<file path="config.mk">
export PLATFORM = sky130hd
export DESIGN_NAME = sprite_flash_reader
export DESIGN_NICKNAME = d
export VERILOG_FILES = /design/src/rtl/sprite_flash_pkg.sv /design/src/rtl/flash_read_cycle.sv /design/src/rtl/sprite_flash_reader.sv
export SDC_FILE = /design/constraint.sdc
export NUM_CORES = 1
export LEC_CHECK = 0
export CAP_MARGIN = 0
export CORE_AREA = 2 2 90 92
export CTS_CLUSTER_SIZE = 28
export DETAILED_ROUTE_END_ITERATION = 16
export DIE_AREA = 0 0 92 94
export PLACE_DENSITY = 0.66
export SLEW_MARGIN = 20
export SYNTH_ARGS = -nofsm -noshare
export SYNTH_HDL_FRONTEND = slang
export SYNTH_SLANG_ARGS = --single-unit
</file>
<file path="constraint.sdc">
create_clock -name i_clk -period 2.6 [get_ports i_clk]
set_clock_uncertainty 0.2 [all_clocks]
set_input_delay 0.52 -clock i_clk [delete_from_list [all_inputs] [get_ports i_clk]]
set_output_delay 0.52 -clock i_clk [all_outputs]
set_load 0.01 [all_outputs]
</file>
<file path="src/rtl/sprite_flash_pkg.sv">
// Shared types and constants for the sprite flash fetch path.
// SPRITE_FLASH_PREFETCH_EN adds the PREFETCH state.
package sprite_flash_pkg;

    localparam int unsigned FL_ADDR_W = 23;
    localparam int unsigned FL_DATA_W = 8;

    // Chroma key shared with the compositor.
    localparam logic [7:0] GREEN_BG = 8'h1C;

`ifdef SPRITE_FLASH_PREFETCH_EN
    typedef enum logic [1:0] {StIdle, StRead, StPrefetch} state_e;
`else
    typedef enum logic [1:0] {StIdle, StRead} state_e;
`endif

endpackage

</file>
<file path="src/rtl/flash_read_cycle.sv">
// One timed asynchronous NOR read: holds the address and enables for WAIT_CYCLES
// cycles and strobes o_done in the cycle the data pins should be captured.
module flash_read_cycle
    import sprite_flash_pkg::*;
#(
    parameter int unsigned WAIT_CYCLES = 5,
    parameter int unsigned ADDR_W      = FL_ADDR_W
) (
    input  logic              i_clk,
    input  logic              i_rst,
    input  logic              i_start,
    input  logic [ADDR_W-1:0] i_addr,
    output logic [ADDR_W-1:0] o_fl_addr,
    output logic              o_fl_ce_n,
    output logic              o_fl_oe_n,
    output logic              o_done
);

    localparam logic [3:0] CntLoad = 4'(WAIT_CYCLES - 1);

    logic              active_q;
    logic [3:0]        cnt_q;
    logic [ADDR_W-1:0] addr_q;

    // A start overrides completion so a follow-on read keeps the enables low.
    always_ff @(posedge i_clk) begin
        if (i_rst) begin
            active_q <= 1'b0;
            cnt_q    <= '0;
            addr_q   <= '0;
        end else if (i_start) begin
            active_q <= 1'b1;
            cnt_q    <= CntLoad;
            addr_q   <= i_addr;
        end else if (active_q) begin
            if (cnt_q == 4'd0) begin
                active_q <= 1'b0;
            end else begin
                cnt_q <= cnt_q - 4'd1;
            end
        end
    end

    assign o_done    = active_q && (cnt_q == 4'd0);
    assign o_fl_ce_n = ~active_q;
    assign o_fl_oe_n = ~active_q;
    assign o_fl_addr = addr_q;

endmodule

</file>
<file path="src/rtl/sprite_flash_reader.sv">
// Sprite pixel fetch responder: one-entry last-read cache in front of timed NOR reads.
// Define SPRITE_FLASH_PREFETCH_EN for the sequential prefetch buffer.
module sprite_flash_reader
    import sprite_flash_pkg::*;
#(
    parameter int unsigned WAIT_CYCLES = 5,
    parameter int unsigned ADDR_W      = FL_ADDR_W
) (
    input  logic                 i_clk,
    input  logic                 i_rst,
    input  logic                 i_req,
    input  logic [ADDR_W-1:0]    i_addr,
    output logic                 o_ack,
    output logic [FL_DATA_W-1:0] o_data,
    output logic                 o_busy,
    output logic [ADDR_W-1:0]    o_fl_addr,
    output logic                 o_fl_ce_n,
    output logic                 o_fl_oe_n,
    output logic                 o_fl_we_n,
    output logic                 o_fl_rst_n,
    input  logic [FL_DATA_W-1:0] i_fl_dq
);

    state_e               state_q, state_d;
    logic                 ack_q, ack_d;
    logic [FL_DATA_W-1:0] data_q, data_d;
    logic                 busy_q, busy_d;
    logic                 cache_valid_q, cache_valid_d;
    logic [ADDR_W-1:0]    cache_addr_q, cache_addr_d;
    logic [FL_DATA_W-1:0] cache_data_q, cache_data_d;
    logic                 rd_start, rd_done;
    logic [ADDR_W-1:0]    rd_addr;
    logic                 hit_cache, hit_pf;

`ifdef SPRITE_FLASH_PREFETCH_EN
    logic                 pf_valid_q, pf_valid_d;
    logic [ADDR_W-1:0]    pf_addr_q, pf_addr_d;
    logic [FL_DATA_W-1:0] pf_data_q, pf_data_d;

    assign hit_pf = pf_valid_q && (i_addr == pf_addr_q);
`else
    assign hit_pf = 1'b0;
`endif

    assign hit_cache = cache_valid_q && (i_addr == cache_addr_q);

    flash_read_cycle #(
        .WAIT_CYCLES(WAIT_CYCLES),
        .ADDR_W     (ADDR_W)
    ) u_cycle (
        .i_clk    (i_clk),
        .i_rst    (i_rst),
        .i_start  (rd_start),
        .i_addr   (rd_addr),
        .o_fl_addr(o_fl_addr),
        .o_fl_ce_n(o_fl_ce_n),
        .o_fl_oe_n(o_fl_oe_n),
        .o_done   (rd_done)
    );

    always_comb begin
        state_d       = state_q;
        ack_d         = 1'b0;
        data_d        = data_q;
        busy_d        = busy_q;
        cache_valid_d = cache_valid_q;
        cache_addr_d  = cache_addr_q;
        cache_data_d  = cache_data_q;
        rd_start      = 1'b0;
        rd_addr       = i_addr;
`ifdef SPRITE_FLASH_PREFETCH_EN
        pf_valid_d    = pf_valid_q;
        pf_addr_d     = pf_addr_q;
        pf_data_d     = pf_data_q;
`endif
        unique case (state_q)
            StIdle: begin
                if (i_req) begin
                    if (hit_cache) begin
                        ack_d  = 1'b1;
                        data_d = cache_data_q;
`ifdef SPRITE_FLASH_PREFETCH_EN
                    end else if (hit_pf) begin
                        ack_d  = 1'b1;
                        data_d = pf_data_q;
`endif
                    end else begin
                        rd_start = 1'b1;
                        busy_d   = 1'b1;
                        state_d  = StRead;
                    end
                end
            end
            StRead: begin
                if (rd_done) begin
                    ack_d         = 1'b1;
                    data_d        = i_fl_dq;
                    busy_d        = 1'b0;
                    cache_valid_d = 1'b1;
                    cache_addr_d  = o_fl_addr;
                    cache_data_d  = i_fl_dq;
`ifdef SPRITE_FLASH_PREFETCH_EN
                    rd_start      = 1'b1;
                    rd_addr       = o_fl_addr + ADDR_W'(1);
                    state_d       = StPrefetch;
`else
                    state_d       = StIdle;
`endif
                end
            end
`ifdef SPRITE_FLASH_PREFETCH_EN
            StPrefetch: begin
                if (rd_done) begin
                    pf_valid_d = 1'b1;
                    pf_addr_d  = o_fl_addr;
                    pf_data_d  = i_fl_dq;
                    state_d    = StIdle;
                end
                if (i_req) begin
                    if (hit_cache) begin
                        ack_d  = 1'b1;
                        data_d = cache_data_q;
                    end else if (hit_pf) begin
                        ack_d  = 1'b1;
                        data_d = pf_data_q;
                    end else if (i_addr == o_fl_addr) begin
                        // Join the in-flight prefetch instead of restarting it.
                        if (rd_done) begin
                            ack_d  = 1'b1;
                            data_d = i_fl_dq;
                        end else begin
                            busy_d  = 1'b1;
                            state_d = StRead;
                        end
                    end else begin
                        rd_start = 1'b1;
                        busy_d   = 1'b1;
                        state_d  = StRead;
                    end
                end
            end
`endif
            default: state_d = StIdle;
        endcase
    end

    always_ff @(posedge i_clk) begin
        if (i_rst) begin
            state_q       <= StIdle;
            ack_q         <= 1'b0;
            data_q        <= '0;
            busy_q        <= 1'b0;
            cache_valid_q <= 1'b0;
            cache_addr_q  <= '0;
            cache_data_q  <= '0;
`ifdef SPRITE_FLASH_PREFETCH_EN
            pf_valid_q    <= 1'b0;
            pf_addr_q     <= '0;
            pf_data_q     <= '0;
`endif
        end else begin
            state_q       <= state_d;
            ack_q         <= ack_d;
            data_q        <= data_d;
            busy_q        <= busy_d;
            cache_valid_q <= cache_valid_d;
            cache_addr_q  <= cache_addr_d;
            cache_data_q  <= cache_data_d;
`ifdef SPRITE_FLASH_PREFETCH_EN
            pf_valid_q    <= pf_valid_d;
            pf_addr_q     <= pf_addr_d;
            pf_data_q     <= pf_data_d;
`endif
        end
    end

    assign o_ack      = ack_q;
    assign o_data     = data_q;
    assign o_busy     = busy_q;
    assign o_fl_we_n  = 1'b1;
    assign o_fl_rst_n = ~i_rst;

endmodule

</file>
==> key figures <==
Run status
  – Status: finished clean

Setup path
  – R2r worst-path depth: 8
  – Crit path max-delay family: buffers and inverters
  – Largest stage delay on the critical path: 0.56 ns
  – Worst path bufs/invs: 3
  – WS Path Type: in -> out
  – Setup crit start kind: primary input
  – CP most frequent cell: clkdlybuf4s50_1
  – Reg-to-reg slack, setup: 0.57 ns
  – WP data required: 1.88 ns
  – Worst Path Arrival: 1.61 ns
  – R2R Path Start: u_cycle.cnt_q[0]
  – Worst Path Max Fanout: 2
  – Crit-path cells: clkdlybuf4s50_1 > inv_2 > clkdlybuf4s50_1
  – CP Capture Type: output port
  – FF-to-FF End: o_data[5]
  – Slowest stage cell on the critical path: clkdlybuf4s50_1

STA
  – Fmax: 430 MHz
  – Fin crit share: 0.895
  – Worst Max-Slew Pin Slew: 0.616 ns
  – Max-slew headroom: 0.589
  – Max Slew Vio Count: 0
  – Final Critical Period: 2.33 ns
  – Hold Worst Slack: 0.254 ns
  – Fin. Hold Viols: 0
  – RSZ-0062 raised after global routing: false
  – Final setup vio count: 0
  – Setup TNS: 0 ns

Floorplanning
  – Die Wd: 92 µm
  – Starting Density: 0.397
  – Ports: 71
  – Core area: 0.00761 mm²
  – Standard-cell rows: 32
  – Die height: 94 µm
  – Die Area: 0.00865 mm²

Clock network
  – Hold buffer count at CTS: 0
  – Postcts setup bufs: 0
  – Maximum clock insertion buffer count: 2
  – CTS tree: yes
  – CTS resizes: 0
  – CTS H-tree depth: 3
  – Clock tree sinks: 70
  – Clk_lat worst skew: 0.34 ns
  – Worst-path clk slew: 0.07 ns
  – Cts bufs inserted: 9
  – Root Buffer: clkbuf_8

Place
  – Buffers on Ports: 69
  – Routability Congestion: 0.735
  – Dpl cell area: 0.00383 mm²
  – Final HPWL DP: 4730 µm
  – Placed Instances: 511

GRT
  – Grt total ovfl: 0
  – Vias in the first global route: 2467
  – GRT Total Usage: 0.167
  – First-pass GRT wire length: 11300 µm
  – Initial antenna violation count: 0
  – Largest net degree at the start of global routing: 63

Synthesis
  – Mean Syn Cell Area: 8.56 µm²
  – Netlist Area Pre-Place: 0.00302 mm²
  – Top-area cell type share of the netlist area: 0.464
  – Yosys reg bits: 70
  – Post-synth EDFFs: 0
  – Syn_nets: 389
  – Async set-reset flop share out of synthesis: 0
  – Synthesis warning total: 0
  – Largest cells by area after synthesis: dfxtp_1, nand2_1, mux2i_1
  – Cells after Synth: 353
  – Post-synth top area cell: dfxtp_1
  – Cell variety after synth: 28
  – Most used DFF post-synth: dfxtp_1
  – Register area share after synthesis: 0.464

Min path
  – HP Class: reg -> reg
  – Hold Path Cell Cnt: 2
  – Hold_sp: cache_data_q[7]
  – Worst hold endpoint: cache_data_q[7]

Routing
  – Remaining DRCs: 0
  – Post-DR vias/cell: 4.74
  – Final WL: 6800 µm
  – 1st-pass router iterations: 4
  – Detail Route Antenna Nets: 0
  – 1st-iter DRT viols: 74
  – Routed wire per std cell: 12.9 µm
  – Via count: 2497

Layout
  – Util after Layout: 0.532
  – Final Cell Area: 0.00405 mm²
  – Most frequent cells in the layout: nand2_1, dfxtp_1, clkdlybuf4s50_1, a21oi_1, mux2i_1
  – NumNets Final: 456
  – N_diodes: 0
  – Commonest non-fill, non-tap cell in the layout: nand2_1
  – Non-Filler Instances: 527
  – Layout cells sized above 1: 0.0800
  – Layout area overhead: 34.0%

Pwr
  – Power Dens Cells: 597 mW/mm²
  – P_leak: 1.47 nW
  – Peak VDD IR: 278 µV

Job
  – Number of max-cap violations: 0
## worst max-delay path by stage
stage,start,depth (start not counted),slack [ns],to
after floorplan,i_addr[12],6,0.68,u_cycle.o_fl_addr[0]
after global placement,i_addr[8],7,0.06,o_data[1]
after detailed placement,i_addr[17],7,0.02,o_data[5]
after CTS,i_rst,3,0.26,o_fl_rst_n
after global routing,i_rst,3,0.23,o_fl_rst_n
final,i_rst,3,0.27,o_fl_rst_n
## flip-flops by register name, indices dropped and copies added (netlist names), 4 cells and up
register / cells
cache_addr_q: 23
cache_data_q: 8
u_cycle.cnt_q: 4
u_cycle.o_fl_addr: 23
o_data: 8
## stage by stage
step,setup WS [ns],total power [mW]
after global routing,0.228,2.52
after CTS,0.259,2.45
final,0.273,2.42
after detailed placement,0.0235,1.51
after floorplan,0.678,1.34
after global placement,0.0560,1.51
## worst min-delay path: cells and delay by family, from the launching register on
| kind | cells | cell delay, ns |
|---|---|---|
| AOI/OAI and AO/OA | 1 | 0.05 |
| DFF | 1 | 0.31 |
| and+or+nand+nor | 1 | 0.05 |
## logic make-up (layout without fill, tap and decap cells)
logic type | Yosys count | in the layout | synth area share
other | 1 | 1 | 0.00124
AO/OA/AOI/OAI | 46 | 46 | 0.0907
flip-flops | 70 | 70 | 0.464
XOR/XNOR | 26 | 26 | 0.0754
AND/OR/NAND/NOR | 149 | 149 | 0.214
adder cells (fa/ha/maj) | 2 | 2 | 0.00828
multiplexers | 31 | 31 | 0.103
buffers and inverters | 28 | 100 | 0.0439
## area by class of cell
type | instances | area (µm²)
Fill cell | 739 | 3560
Multi-Input combinational cell | 255 | 1490
Inverter | 4 | 15.0
Clock buffer | 12 | 165
Tap cell | 102 | 128
Sequential cell | 70 | 1400
Timing Repair Buffer | 80 | 798
Clock inverter | 4 | 53.8
## synth_stat cells, drive strengths merged, types with 2 or more instances
cell type	number
buf	8
ha	2
dfxtp	70
nor2	6
nand4	6
nor4	2
nand2	119
nor3	3
nand2b	10
inv	4
mux2i	31
clkbuf	16
xnor2	25
a21oi	36
o211ai	8
## per-layer routing
layer  share of wire  vias to the layer above  track usage
met3           0.048                       15       0.0393
met2            0.48                       66        0.282
met1            0.45                     1132        0.200
li1                -                     1284            -
met4           0.022                        0       0.0784
met5               0                        -            0
## power by group
part | switching [mW] | total [mW] | internal (mW)
sequential | 0.0306 | 1.14 | 1.11
clock | 0.404 | 0.928 | 0.523
combinational | 0.162 | 0.344 | 0.182
total | 0.597 | 2.42 | 1.82
No activity file was read; power rests on OpenSTA's default activity.
